$ cat src/rtl/db_arbiter_pkg.sv
// Shared data-bus encodings and arbiter-local types.
// The bus macros carry a guard so every file can see one definition.
`ifndef DATABUS_VH
`define DATABUS_VH
`define MEM_ACCESS       logic [1:0]
`define MEM_LEN          logic [1:0]
`define MEM_ACCESS_NONE  2'd0
`define MEM_ACCESS_R     2'd1
`define MEM_ACCESS_W     2'd2
`define MEM_ACCESS_X     2'd3
`endif

package db_arbiter_pkg;

   localparam int NUM_MASTERS = 2;

   typedef enum logic {
      ST_IDLE  = 1'b0,
      ST_GRANT = 1'b1
   } arb_state_t;

   function automatic logic is_req(input logic [1:0] access_type);
      return access_type != `MEM_ACCESS_NONE;
   endfunction

endpackage

$ cat src/rtl/db_arbiter_rr_pick2.sv
// Two-way round-robin pick: a lone requester wins.
// On a tie, the master that was not served last wins.
module rr_pick2 (
   input  logic [1:0] req,
   input  logic       last,
   output logic       gnt,
   output logic       valid
);

   always_comb begin
      valid = |req;
      gnt   = 1'b0;
      if (req == 2'b11) begin
         gnt = ~last;
      end else if (req[1]) begin
         gnt = 1'b1;
      end
   end

endmodule

$ cat src/rtl/db_arbiter.sv
// Two-master data-bus arbiter: master 0 is the CPU/MMU side, master 1 the DMA/debug side.
// Holds a grant until slave ready, request drop or timeout; ties are broken round-robin.
module db_arbiter
   import db_arbiter_pkg::*;
#(
   parameter int TIMEOUT = 256,
   parameter int CNT_W   = 9
) (
   input  logic             clk,
   input  logic             res,

   input  logic [31:0]      m0_addr,
   input  logic [31:0]      m0_dataOut,
   input  `MEM_ACCESS       m0_accessType,
   input  `MEM_LEN          m0_memLen,
   input  logic             m0_io,
   output logic             m0_ready,
   output logic             m0_err,

   input  logic [31:0]      m1_addr,
   input  logic [31:0]      m1_dataOut,
   input  `MEM_ACCESS       m1_accessType,
   input  `MEM_LEN          m1_memLen,
   input  logic             m1_io,
   output logic             m1_ready,
   output logic             m1_err,

   output logic [31:0]      m_dataIn,

   output logic [31:0]      s_addr,
   output logic [31:0]      s_dataOut,
   output `MEM_ACCESS       s_accessType,
   output `MEM_LEN          s_memLen,
   output logic             s_io,
   input  logic [31:0]      s_dataIn,
   input  logic             s_ready,

   output logic             grant_id
);

   localparam logic [CNT_W-1:0] CNT_LAST = CNT_W'(TIMEOUT - 1);

   // Per-master views so the forwarding path is a plain index by grant_reg.
   logic [31:0] addr_arr     [NUM_MASTERS];
   logic [31:0] data_arr     [NUM_MASTERS];
   logic [1:0]  access_arr   [NUM_MASTERS];
   logic [1:0]  len_arr      [NUM_MASTERS];
   logic        io_arr       [NUM_MASTERS];
   logic [NUM_MASTERS-1:0] req;
   logic [NUM_MASTERS-1:0] ready_vec;
   logic [NUM_MASTERS-1:0] err_vec;

   assign addr_arr[0]   = m0_addr;
   assign addr_arr[1]   = m1_addr;
   assign data_arr[0]   = m0_dataOut;
   assign data_arr[1]   = m1_dataOut;
   assign access_arr[0] = m0_accessType;
   assign access_arr[1] = m1_accessType;
   assign len_arr[0]    = m0_memLen;
   assign len_arr[1]    = m1_memLen;
   assign io_arr[0]     = m0_io;
   assign io_arr[1]     = m1_io;

   arb_state_t       state_reg;
   logic             grant_reg;
   logic             last_reg;
   logic [CNT_W-1:0] cnt_reg;

   logic active;
   logic granted_req;
   logic done;
   logic dropped;
   logic timeout;
   logic pick_last;
   logic pick_gnt;
   logic pick_valid;

   // A reset cycle must look like IDLE on the outputs so nothing leaks out mid-abort.
   assign active      = (state_reg == ST_GRANT) && !res;
   assign granted_req = req[grant_reg];
   assign done        = active && granted_req && s_ready;
   assign dropped     = active && !granted_req;
   assign timeout     = active && granted_req && !s_ready && (cnt_reg == CNT_LAST);

   // On completion the finishing master counts as "last" already for the re-arbitration.
   assign pick_last = done ? grant_reg : last_reg;

   rr_pick2 u_pick (
      .req   (req),
      .last  (pick_last),
      .gnt   (pick_gnt),
      .valid (pick_valid)
   );

   generate
      for (genvar gi = 0; gi < NUM_MASTERS; gi++) begin : g_master
         assign req[gi]       = is_req(access_arr[gi]);
         assign ready_vec[gi] = done    && (grant_reg == 1'(gi));
         assign err_vec[gi]   = timeout && (grant_reg == 1'(gi));
      end
   endgenerate

   always_ff @(posedge clk) begin
      if (res) begin
         state_reg <= ST_IDLE;
         grant_reg <= 1'b0;
         last_reg  <= 1'b1;
         cnt_reg   <= '0;
      end else begin
         case (state_reg)
            ST_IDLE: begin
               cnt_reg <= '0;
               if (pick_valid) begin
                  state_reg <= ST_GRANT;
                  grant_reg <= pick_gnt;
               end
            end
            ST_GRANT: begin
               if (done) begin
                  last_reg <= grant_reg;
                  cnt_reg  <= '0;
                  if (pick_valid) begin
                     grant_reg <= pick_gnt;
                  end else begin
                     state_reg <= ST_IDLE;
                  end
               end else if (dropped) begin
                  cnt_reg   <= '0;
                  state_reg <= ST_IDLE;
               end else if (timeout) begin
                  last_reg  <= grant_reg;
                  cnt_reg   <= '0;
                  state_reg <= ST_IDLE;
               end else if (cnt_reg != CNT_LAST) begin
                  cnt_reg <= cnt_reg + CNT_W'(1);
               end
            end
            default: begin
               state_reg <= ST_IDLE;
               cnt_reg   <= '0;
            end
         endcase
      end
   end

   assign s_addr       = addr_arr[grant_reg];
   assign s_dataOut    = data_arr[grant_reg];
   assign s_memLen     = len_arr[grant_reg];
   assign s_io         = io_arr[grant_reg];
   assign s_accessType = active ? access_arr[grant_reg] : `MEM_ACCESS_NONE;

   assign m_dataIn = s_dataIn;
   assign m0_ready = ready_vec[0];
   assign m1_ready = ready_vec[1];
   assign m0_err   = err_vec[0];
   assign m1_err   = err_vec[1];
   assign grant_id = grant_reg;

endmodule

$ cat config.mk
export PLATFORM = sky130hd
export DESIGN_NAME = db_arbiter
export DESIGN_NICKNAME = d
export VERILOG_FILES = /design/src/rtl/db_arbiter_pkg.sv /design/src/rtl/db_arbiter_rr_pick2.sv /design/src/rtl/db_arbiter.sv
export SDC_FILE = /design/constraint.sdc
export NUM_CORES = 1
export LEC_CHECK = 0
export ABC_AREA = 1
export CAP_MARGIN = 10
export CORE_AREA = 2 2 107 109
export CTS_BUF_LIST = sky130_fd_sc_hd__clkbuf_4 sky130_fd_sc_hd__clkbuf_8
export CTS_CLUSTER_SIZE = 28
export DETAILED_ROUTE_END_ITERATION = 10
export DIE_AREA = 0 0 109 111
export PLACE_DENSITY = 0.61
export SYNTH_ARGS = -nofsm -noshare
export SYNTH_HDL_FRONTEND = slang
export SYNTH_SLANG_ARGS = --single-unit
$ cat constraint.sdc
create_clock -name clk -period 1.57 [get_ports clk]
set_input_delay 0.314 -clock clk [delete_from_list [all_inputs] [get_ports clk]]
set_output_delay 0.314 -clock clk [all_outputs]
set_load 0.005 [all_outputs]
### Word level (Yosys, flattened, before mapping)

Cells that the tools add are included.
W data, S select, Z words.

* output and inout port bits: 106
* register bits: 12
* input port bits: 173

* $add $sub $neg: 1
* reductions and logical operators: 18
* eq/ne operators: 6
* bitwise logic cells: 4
* order comparisons: 2
* mux-type cells: 37

Operators with widths (number)
* $mux W32: 6
* $mux W9: 4
* $pmux W9 S2: 1
* $mux W1: 17
* $mux W2: 7
* $logic_and A1 B1 Y1: 10
* $add A9 B1 Y9 const B: 1
* $eq A9 B8 Y1 const B: 1
* $ne A9 B8 Y1 const B: 1
* $reduce_bool A2 Y1: 3
* $ne A5 B1 Y1 const B: 1
* $pmux W1 S2: 2
* $logic_not A1 Y1: 3
* $not A1 Y1: 3
* $reduce_and A3 Y1: 1
* $eq A2 B2 Y1 const B: 1
* $ge A2 B2 Y1 const B: 1
* $lt A1 B2 Y1 const B: 1
* $ne A2 B1 Y1 const B: 1
* $ne A2 B2 Y1 const B: 1
* $not A1 Y2: 1
* $reduce_or A2 Y1: 1

### Longest topological paths before layout

* depth after elaboration: 11
* depth in mapped cells: 10
* mapped depth without buffers: 9

### Modules after synthesis

Synthesis repeated with hierarchy kept, for this count alone.

* cells, all modules: 346
* area total of the unflattened synthesis: 1722.9 um^2

Modules (own cells, without submodules)
* db_arbiter: cells an instance 343, area an instance 1707.9 um^2, seq. area each 240.2 um^2, times used 1
* rr_pick2: cells an instance 3, area an instance 15.0 um^2, seq. area each 0.0 um^2, times used 1

### Worst setup path before layout

OpenSTA, ideal clock, no wires.

* path type: register to output
* from: register cnt_reg[0]
* to: output m0_err
* arrival: 1.123 ns
* setup slack: 0.133 ns
* buffers on the path: 0
* stages on the path, launching flop included: 7
* cells stage by stage: dfxtp_1 ha_1 nand3_2 nor2_4 and3_1 nand4_1 nor2_1

* longest elaborated chain between the ends: 3

RTL lines
* start, declared: line db_arbiter.sv:67 `logic [CNT_W-1:0] cnt_reg;`
* start signal, assigned: line db_arbiter.sv:135 `cnt_reg <= cnt_reg + CNT_W'(1);`
* $eq A9 B8 Y1: line db_arbiter.sv:83 `assign timeout = active && granted_req && !s_ready && (cnt_reg == CNT_LAST);`
* $logic_and A1 B1 Y1: line db_arbiter.sv:83
* $logic_and A1 B1 Y1: line db_arbiter.sv:99 `assign err_vec[gi] = timeout && (grant_reg == 1'(gi));`
* end, declared: line db_arbiter.sv:18 `output logic m0_err,`

Every way passes these cells.

### Worst setup path in the final report

* from: register grant_reg, in the netlist grant_id
* to: output s_dataOut[6]

* longest elaborated chain between the ends: 4

RTL lines
* start, declared: line db_arbiter.sv:65 `logic grant_reg;`
* start signal, assigned: line db_arbiter.sv:115 `grant_reg <= pick_gnt;`
* start signal, assigned: line db_arbiter.sv:123 `grant_reg <= pick_gnt;`
* $not A1 Y2 (implied by the code): line db_arbiter.sv:147 `assign s_dataOut = data_arr[grant_reg];`
* $mux W32 (implied by the code) (3 in a row): line db_arbiter.sv:147
* end, declared: line db_arbiter.sv:31 `output logic [31:0] s_dataOut,`

Every way passes these cells. The select of a mux whose other input is x is not followed.

==> metrics <==
Hold WC Path Type input port to register; CP Class register to output pin; Seq/Total Area, Yosys 0.138; fin crit period 1.84 ns; multiplexer area fraction after synthesis 0; final slew viol count 0; Worst EP arrival around 1.5 ns; CP Cell Sequence inv_4 > buf_8 > buf_12 > buf_12 > buf_12 > buf_8 > nand2_2 > nand2_2 > buf_2; Worst-Skew Late Latency approximately 0.25 ns; Reg2Reg Capture Point grant_id; Setup crit start kind register; average size of a mapped cell 5.00 um^2; Slew HR 0.788; CP required around 1.3 ns; Peak VDD IR 0.216 mV; DIE HEIGHT ~110 um; P&R area growth vs syn 193%; RSZ-0062 raised after global routing yes; first-pass GRT wire length 15500 um; largest net degree at the start of global routing 14; area taken by multi-input logic gates ~1600 um^2; Core ar. approximately 11000 um^2; hold depth 3; Worst Hold End grant_id; critical path's slowest cell dfxtp_4; DRT Pass-1 Iters 4; TritonCTS Buffers 3; Sequential Area 246 um^2; P_leak 2.48 nW; wire length on met1 between 3000 and 4000 um; layout cells sized above 1 0.468; R2R depth 10; # DRC 0; Initial Util 0.157; DRT iter0 DRCs between 60 and 70; Port Buf Inserts about 210; dpl ws -0.797 ns; GPL Wtd Cong around 0.81; largest family of logic cells by synthesized area simple AND/OR/NAND/NOR gates; H-tree depth 1; Worst Tran Pin Value between 0.3 and 0.4 ns; met2 routed WL 5700 um; vias approximately 3100; Final Util 0.461; Crit. End Element output pin; Top-Level Pins 279; total of max-cap violations 0; wire per inst ~15 um; synth unique cells 24; register bit total from synthesis 12; xor/xnor share of the synthesized area 0; Ant. Diodes 0; Synth Net Count roughly 520; number of antenna violations at the first check in global routing 0; met3 routed WL a little under 1000 um; adder-cell share of the synthesized area 0.00717; top sig layer met4; fillers between 1000 and 1500; Power Total roughly 2.4 mW; worst setup margin -0.274 ns; drt total wl ~11000 um; clock transition at the registers of the reported paths ~0.06 ns; Synth Area in Simple Gates 0.605; final hold vios 0; Synth Cell Area 1740 um^2; most common cell after layout, fill and taps aside clkdlybuf4s50_1; run status finished with violations; Pwr Density between 400 and 500 nW/um^2; CP most frequent cell buf_12; clk_skew slightly above 0.003 ns; DP Wirelength ~7000 um; row cnt 39; CP max stage delay 0.38 ns; Post-DRT Antenna Nets 0; fin nets 773; Fmax roughly 0.54 GHz; Max FO, Critical Path 6; failing checks setup timing; Max clock buf depth 2; Tot GR Track Use 0.165; number of global-route vias before repair between 3000 and 4000; TritonCTS clock tree done; fin crit share 1.17; routed vias/inst between 4 and 5; # hold bufs at CTS 0; clk sinks 12; max reg flops 9; die area approximately 12000 um^2; post-synthesis compound-gate area fraction 0.0366; CTS root buf clkbuf_8; Synthesis Warnings 0; Finish-stage setup viols between 60 and 70; grt total ovfl 0; Hold Startpoint res; Post-Syn Instances around 350; die width ~110 um; most frequent cells in the layout 135 x clkdlybuf4s50_1, 128 x nand2_1, 66 x nand2_2; RR Startpoint grant_id; reg-to-reg setup timing slack roughly 0.04 ns
-- stage by stage --
stage	cells	setup TNS [ns]	instance area, um^2	hold slack (ns)
final	741	-9.08	5110	0.520
after floorplan	349	0	1740	0.383
after CTS	730	-9.89	4670	0.506
after detailed placement	686	-15.18	4000	0.522
after global routing	741	-12.98	5110	0.529
after global placement	686	-14.41	4000	0.497
-- kinds of logic (layout without fill, tap and decap cells) --
logic type               count (synthesis)  after routing
buffers and inverters                   63            312
AO/OA/AOI/OAI                           12             12
AND/OR/NAND/NOR                        261            261
flip-flops                              12             12
adder cells (fa/ha/maj)                  1              1
-- timing repair --
action	in CTS	in global routing
setup endpoints to repair	74	83
gates resized for setup	369	141
setup buffers	27	20
gates cloned	13	2
pin swaps	18	30
-- where the power goes --
part | internal (mW) | total (mW) | leakage (nW) | switching, mW
logic | 1.04 | 1.72 | 2.35 | 0.684
clock network | 0.222 | 0.355 | 0.0288 | 0.133
registers | 0.315 | 0.324 | 0.0991 | 0.00947
total | 1.57 | 2.40 | 2.48 | 0.826
-- worst max path at each step --
stage | from | end | slack, ns
6_report | grant_id | s_dataOut[6] | -0.27
5_1_grt | grant_id | m0_err | -0.33
4_1_cts | grant_id | s_dataOut[13] | -0.26
3_5_place_dp | m0_accessType[0] | m0_err | -0.80
3_3_place_gp | m0_accessType[0] | m0_err | -0.77
2_1_floorplan | cnt_reg[0] | m0_err | 0.13
-- layer usage --
| metal | global-route usage | up-vias |
|---|---|---|
| met3 | 0.0476 | 17 |
| met5 | 0 | - |
| li1 | - | 1533 |
| met4 | 0.0487 | 0 |
| met1 | 0.185 | 1424 |
| met2 | 0.295 | 143 |
-- area by class of cell --
cell class              count  share of cell area
clock buffers               4              0.0108
inverters                  15              0.0118
multi-input cells         274               0.318
flip-flops and latches     12              0.0483
well taps                 143              0.0350
repair buffers            293               0.576
-- critical path: cells and delay by family (launching register included) --
kind                   cells  cell delay [ns]
DFF                        1             0.38
buffers and inverters      7             0.79
and+or+nand+nor            2             0.10
-- cells in the mapped netlist --
cell type  count  area share
nand4_4        1       0.012
nand2_2        1      0.0036
nor2_1        16       0.034
a21oi_1        5       0.014
clkinv_2       1      0.0029
buf_2          6       0.017
nor2_4         2       0.013
o21ai_0        2      0.0057
ha_1           1      0.0072
inv_2          2      0.0043
and3_1         1      0.0036
a31oi_1        3       0.011
nand2_1      229        0.49
nand3_4        1       0.010
o21ai_1        2      0.0057
buf_6          1      0.0065
nand3_1        2      0.0057
clkbuf_1       9       0.019
dfxtp_1       12        0.14
buf_4         32        0.14
nor3_1         2      0.0057
inv_1         12       0.026
nand4_1        5       0.018
nand3_2        1      0.0057
Power figures use the tool's default switching activity.
==> edit 1 (same flow settings) <==
Put a register stage on the outputs `m0_err` and `m1_err`. The values now appear one clock later. The other outputs are not delayed to match.
--- a/src/rtl/db_arbiter.sv
+++ b/src/rtl/db_arbiter.sv
@@ -152,8 +152,10 @@
    assign m_dataIn = s_dataIn;
    assign m0_ready = ready_vec[0];
    assign m1_ready = ready_vec[1];
-   assign m0_err   = err_vec[0];
-   assign m1_err   = err_vec[1];
+   always_ff @(posedge clk) begin
+      m0_err <= err_vec[0];
+      m1_err <= err_vec[1];
+   end
    assign grant_id = grant_reg;
 
 endmodule
Behaviour: same outputs for any inputs over 10 cycles, from zero or initial values; that may be too few to reach the edited logic, so the function may still have changed.
==> edit 1 against the original RTL <==
The flow still finishes with violations (negative setup slack); clock power shrank 1%; area after synthesis is 1.3% higher; sequential cell count is 2 higher; hold slack lost 0.064 ns; largest power group unchanged; cell area fell by 11%; routed wire length fell by 12%; critical path type unchanged; critical path depth decreased by 1; worst setup slack better by 0.18 ns; total power is 12% lower.
==> edit 1: results (changes against the original RTL) <==
worst-path fanout max = 4 (-2)
largest net degree at the start of global routing = 10 (-4)
Leak = 2.25 nW (-9.0%)
Slew headroom = 0.772 (-0.0155)
Clock Skew = 0.000484 ns (-0.00262 ns)
max incr delay on CP = 0.40 ns (+0.02 ns)
Detailed Route Iter0 Violations = 77 (+20%)
met3 routed WL = 617 um (-37%)
Worst Hold Class = reg -> reg
Syn Nets = 513 (-1.9%)
failing checks = negative setup slack
Netlist cell types = 27 (+13%)
Setup TNS = -1.26 ns (+7.83 ns)
placed wire-length estimate = 6560 um (-5.6%)
WP data arrival = 1.35 ns (-0.18 ns)
clock tree buffer depth = 2 (unchanged)
routed wire length = 9590 um (-12%)
worst vdd ir = 0.000501 V (+130%)
total global-route track usage = 0.148 (-0.0171)
Vias/cell = 4.08 (-2.9%)
crit path setup slack, layout = -0.0963 ns (+0.177 ns)
sequential element share of the synthesized area = 0.159 (+0.0209)
WL met1 = 3660 um (-8.4%)
routed wl met2 = 5170 um (-9.3%)
dominant cells by area after synthesis = nand2_1 (47%), dfxtp_1 (16%), buf_4 (14%)
first-pass GRT wire length = 14300 um (-7.6%)
final setup fails = 28 (-56%)
vias in the first global route = 2909 (-10%)
status = finished, violations left
edit 1: final timing paths:
kind                           start                       to  slack (ns)  cells after the start
min reg2reg  cnt_reg[8]$_SDFFE_PP0P_  cnt_reg[8]$_SDFFE_PP0P_        0.46                      2
min          cnt_reg[8]$_SDFFE_PP0P_  cnt_reg[8]$_SDFFE_PP0P_        0.46                      2
max            grant_id$_SDFFE_PP0P_                 m1_ready        -0.1                      8
max reg2reg    grant_id$_SDFFE_PP0P_    last_reg$_SDFFE_PP1P_        0.01                     12
edit 1: what timing repair did:
item,4_1_cts,5_1_grt
gates cloned,10,3
buffers inserted,33,10
endpoints found under the setup margin,72,83
hold endpoints to repair,0,0
gates resized for setup,337,127
pin swaps,19,36
edit 1: kinds of logic after synthesis:
kind of cell,after synthesis,share of synthesized area
AND/OR/NAND/NOR,255,0.601
AO/OA/AOI/OAI,10,0.0305
adder cells (fa/ha/maj),1,0.00708
flip-flops,14,0.159
buffers and inverters,57,0.193
XOR/XNOR,2,0.00992
edit 1: cell type report:
type,instances,area [sq um]
Inverter,9,41.3
Fill cell,1126,6520
Tap cell,143,179
Clock buffer,4,55.1
Sequential cell,14,284
Timing Repair Buffer,266,2520
Multi-Input combinational cell,269,1470
edit 1: stage by stage:
step | setup slack (ns) | cells
floorplan | 0.290 | 339
finish | -0.0963 | 705
CTS | -0.163 | 706
detailed placement | -0.611 | 660
global placement | -0.587 | 660
global route | -0.161 | 705
edit 1: per-layer routing:
| layer | vias to the layer above | track usage |
|---|---|---|
| met5 | - | 0 |
| met3 | 12 | 0.0359 |
| met1 | 1307 | 0.169 |
| met2 | 122 | 0.277 |
| met4 | 0 | 0.0214 |
| li1 | 1438 | - |
edit 1: power breakdown:
part           total [mW]  switching (mW)  internal [mW]
clock               0.350           0.128          0.222
sequential          0.374         0.00992          0.364
combinational        1.40           0.566          0.832
total                2.12           0.703           1.42
edit 1: worst reg2reg max path, cell delays in order (launching register included):
cell and delay [ns]:
dfxtp_4 0.40, inv_8 0.05, buf_6 0.12, buf_6 0.11, nand2_4 0.05, buf_6 0.10, buf_4 0.11, nand3_4 0.06
nor2_4 0.20, nand2_2 0.11, nand2_2 0.08, a21oi_2 0.05, nand2_1 0.07
==> edit 2 (same settings) <==
Made on the original files. `CNT_W`: 9 -> 13.
--- a/src/rtl/db_arbiter.sv
+++ b/src/rtl/db_arbiter.sv
@@ -4,7 +4,7 @@
    import db_arbiter_pkg::*;
 #(
    parameter int TIMEOUT = 256,
-   parameter int CNT_W   = 9
+   parameter int CNT_W   = 13
 ) (
    input  logic             clk,
    input  logic             res,
Function: same outputs for any inputs over 4 cycles, from zero or initial values; that may be too few to reach the edited logic, so the function may still have changed.
==> edit 2 against the original RTL <==
The flow still finishes with violations (negative setup slack); register-to-register slack lost 0.02 ns; core utilization down 2.4 points; cell area decreased by 5.3%; total power decreased by 9.2%; critical path type unchanged; worst setup slack improved by 0.12 ns; area after synthesis grew 17%; cell count is 3.5% higher; global-route usage increased by 0.42 points; highest routed layer unchanged; routed wire length rose by 4.3%; maximum frequency rose by 6.9%; sequential cell count rose by 4; hold slack better by 0.0038 ns.
==> edit 2: results (changes against the original RTL) <==
dpl ws = -0.688 ns (+0.109 ns)
worst skew pair latency = 0.25 ns (about the same)
Detailed Route Iter0 Violations = 144 (+130%)
final setup fails = 55 (-13%)
hold path endpoint = last_reg$_SDFFE_PP1P_
largest net degree at the start of global routing = 30 (+16)
Netlist cell types = 30 (+25%)
Syn Area/Cell = 5.31 sq um (+6.2%)
layout cells sized above 1 = 0.337 (-0.132)
Post-synth top cells = nand2_1 (233), buf_4 (32), nor2_1 (24)
failing checks = negative setup slack
WP data arrival = 1.41 ns (-0.12 ns)
first-pass GRT wire length = 16200 um (+4.3%)
GR Overflow Total = 0 (unchanged)
crit path setup slack, layout = -0.155 ns (+0.119 ns)
Setup crit end = m1_err
Nets = 799 (+3.4%)
Least-Margin Pin Slew = 0.242 ns (-0.0750 ns)
Largest register FFs = 13 (+4)
placed wire-length estimate = 8460 um (+22%)
Clock Skew = 0.00404 ns (+0.000934 ns)
Leak = 2.40 nW (-3.0%)
WL/cell = 14.8 um (+0.72%)
dominant cells by area after synthesis = nand2_1 (43%), dfxtp_1 (16%), buf_4 (12%)
Syn Nets = 560 (+7.1%)
hold path startpoint = last_reg$_SDFFE_PP1P_
worst-path fanout max = 4 (-2)
Vias/cell = 4.18 (-0.72%)
Routability Congestion = 0.898 (+11%)
Worst Hold Class = reg -> reg
worst vdd ir = 0.000370 V (+71%)
cell count after synthesis = 386 (+11%)
Hold Path Depth = 2 (-1)
total global-route track usage = 0.169 (+0.00423)
sequential element share of the synthesized area = 0.156 (+0.0187)
status = finished, violations left
routed wire length = 11300 um (+4.3%)
Post-Place Cells = 735 (+7.1%)
Top delay family on crit path = simple AND/OR/NAND/NOR gates
==> edit 2: where the power goes <==
group	internal (mW)	switching (mW)	leakage, nW	total [mW]
Sequential	0.415	0.0105	0.131	0.425
Combinational	0.826	0.558	2.24	1.38
Clock	0.222	0.148	0.0288	0.371
==> edit 2: cell type report <==
cell class	count	area, sq um
multi-input cells	306	1520
inverters	16	65.1
repair buffers	282	2690
flip-flops and latches	16	327
clock buffers	4	55.1
well taps	143	179
fillers	1151	6240
==> edit 2: cell families after synthesis <==
group | after synthesis | synth area share
XOR/XNOR | 2 | 0.00855
AO/OA/AOI/OAI | 14 | 0.0385
buffers and inverters | 64 | 0.180
flip-flops | 16 | 0.156
AND/OR/NAND/NOR | 289 | 0.611
adder cells (fa/ha/maj) | 1 | 0.00611
==> edit 2: what timing repair did <==
action | 4_1_cts | 5_1_grt
setup buffers | 14 | 6
pin swaps | 20 | 13
cloned | 5 | 5
resized for setup | 290 | 74
setup endpoints to repair | 75 | 62
hold endpoints to repair | 0 | 0
==> edit 2: per-layer routing <==
| layer | vias to the layer above | part of all wire | global-route usage | wire, um |
|---|---|---|---|---|
| met3 | 10 | 0.069 | 0.0376 | 781 |
| met4 | 0 | 0.013 | 0.0325 | 153 |
| met2 | 134 | 0.53 | 0.319 | 6040 |
| li1 | 1629 | - | - | - |
| met1 | 1430 | 0.38 | 0.190 | 4360 |
| met5 | - | 0 | 0 | 0 |
==> edit 2: through the flow <==
step | setup TNS [ns] | instance area, sq um
5_1_grt | -7.07 | 4840
4_1_cts | -4.84 | 4710
3_3_place_gp | -16.39 | 4400
3_5_place_dp | -16.80 | 4400
2_1_floorplan | 0 | 2050
6_report | -3.72 | 4840
==> edit 2: tightest hold or removal path: stages (launching register included) <==
cell,delay [ns]
dfxtp_1,0.31
nand3_1,0.09
nand3b_1,0.07
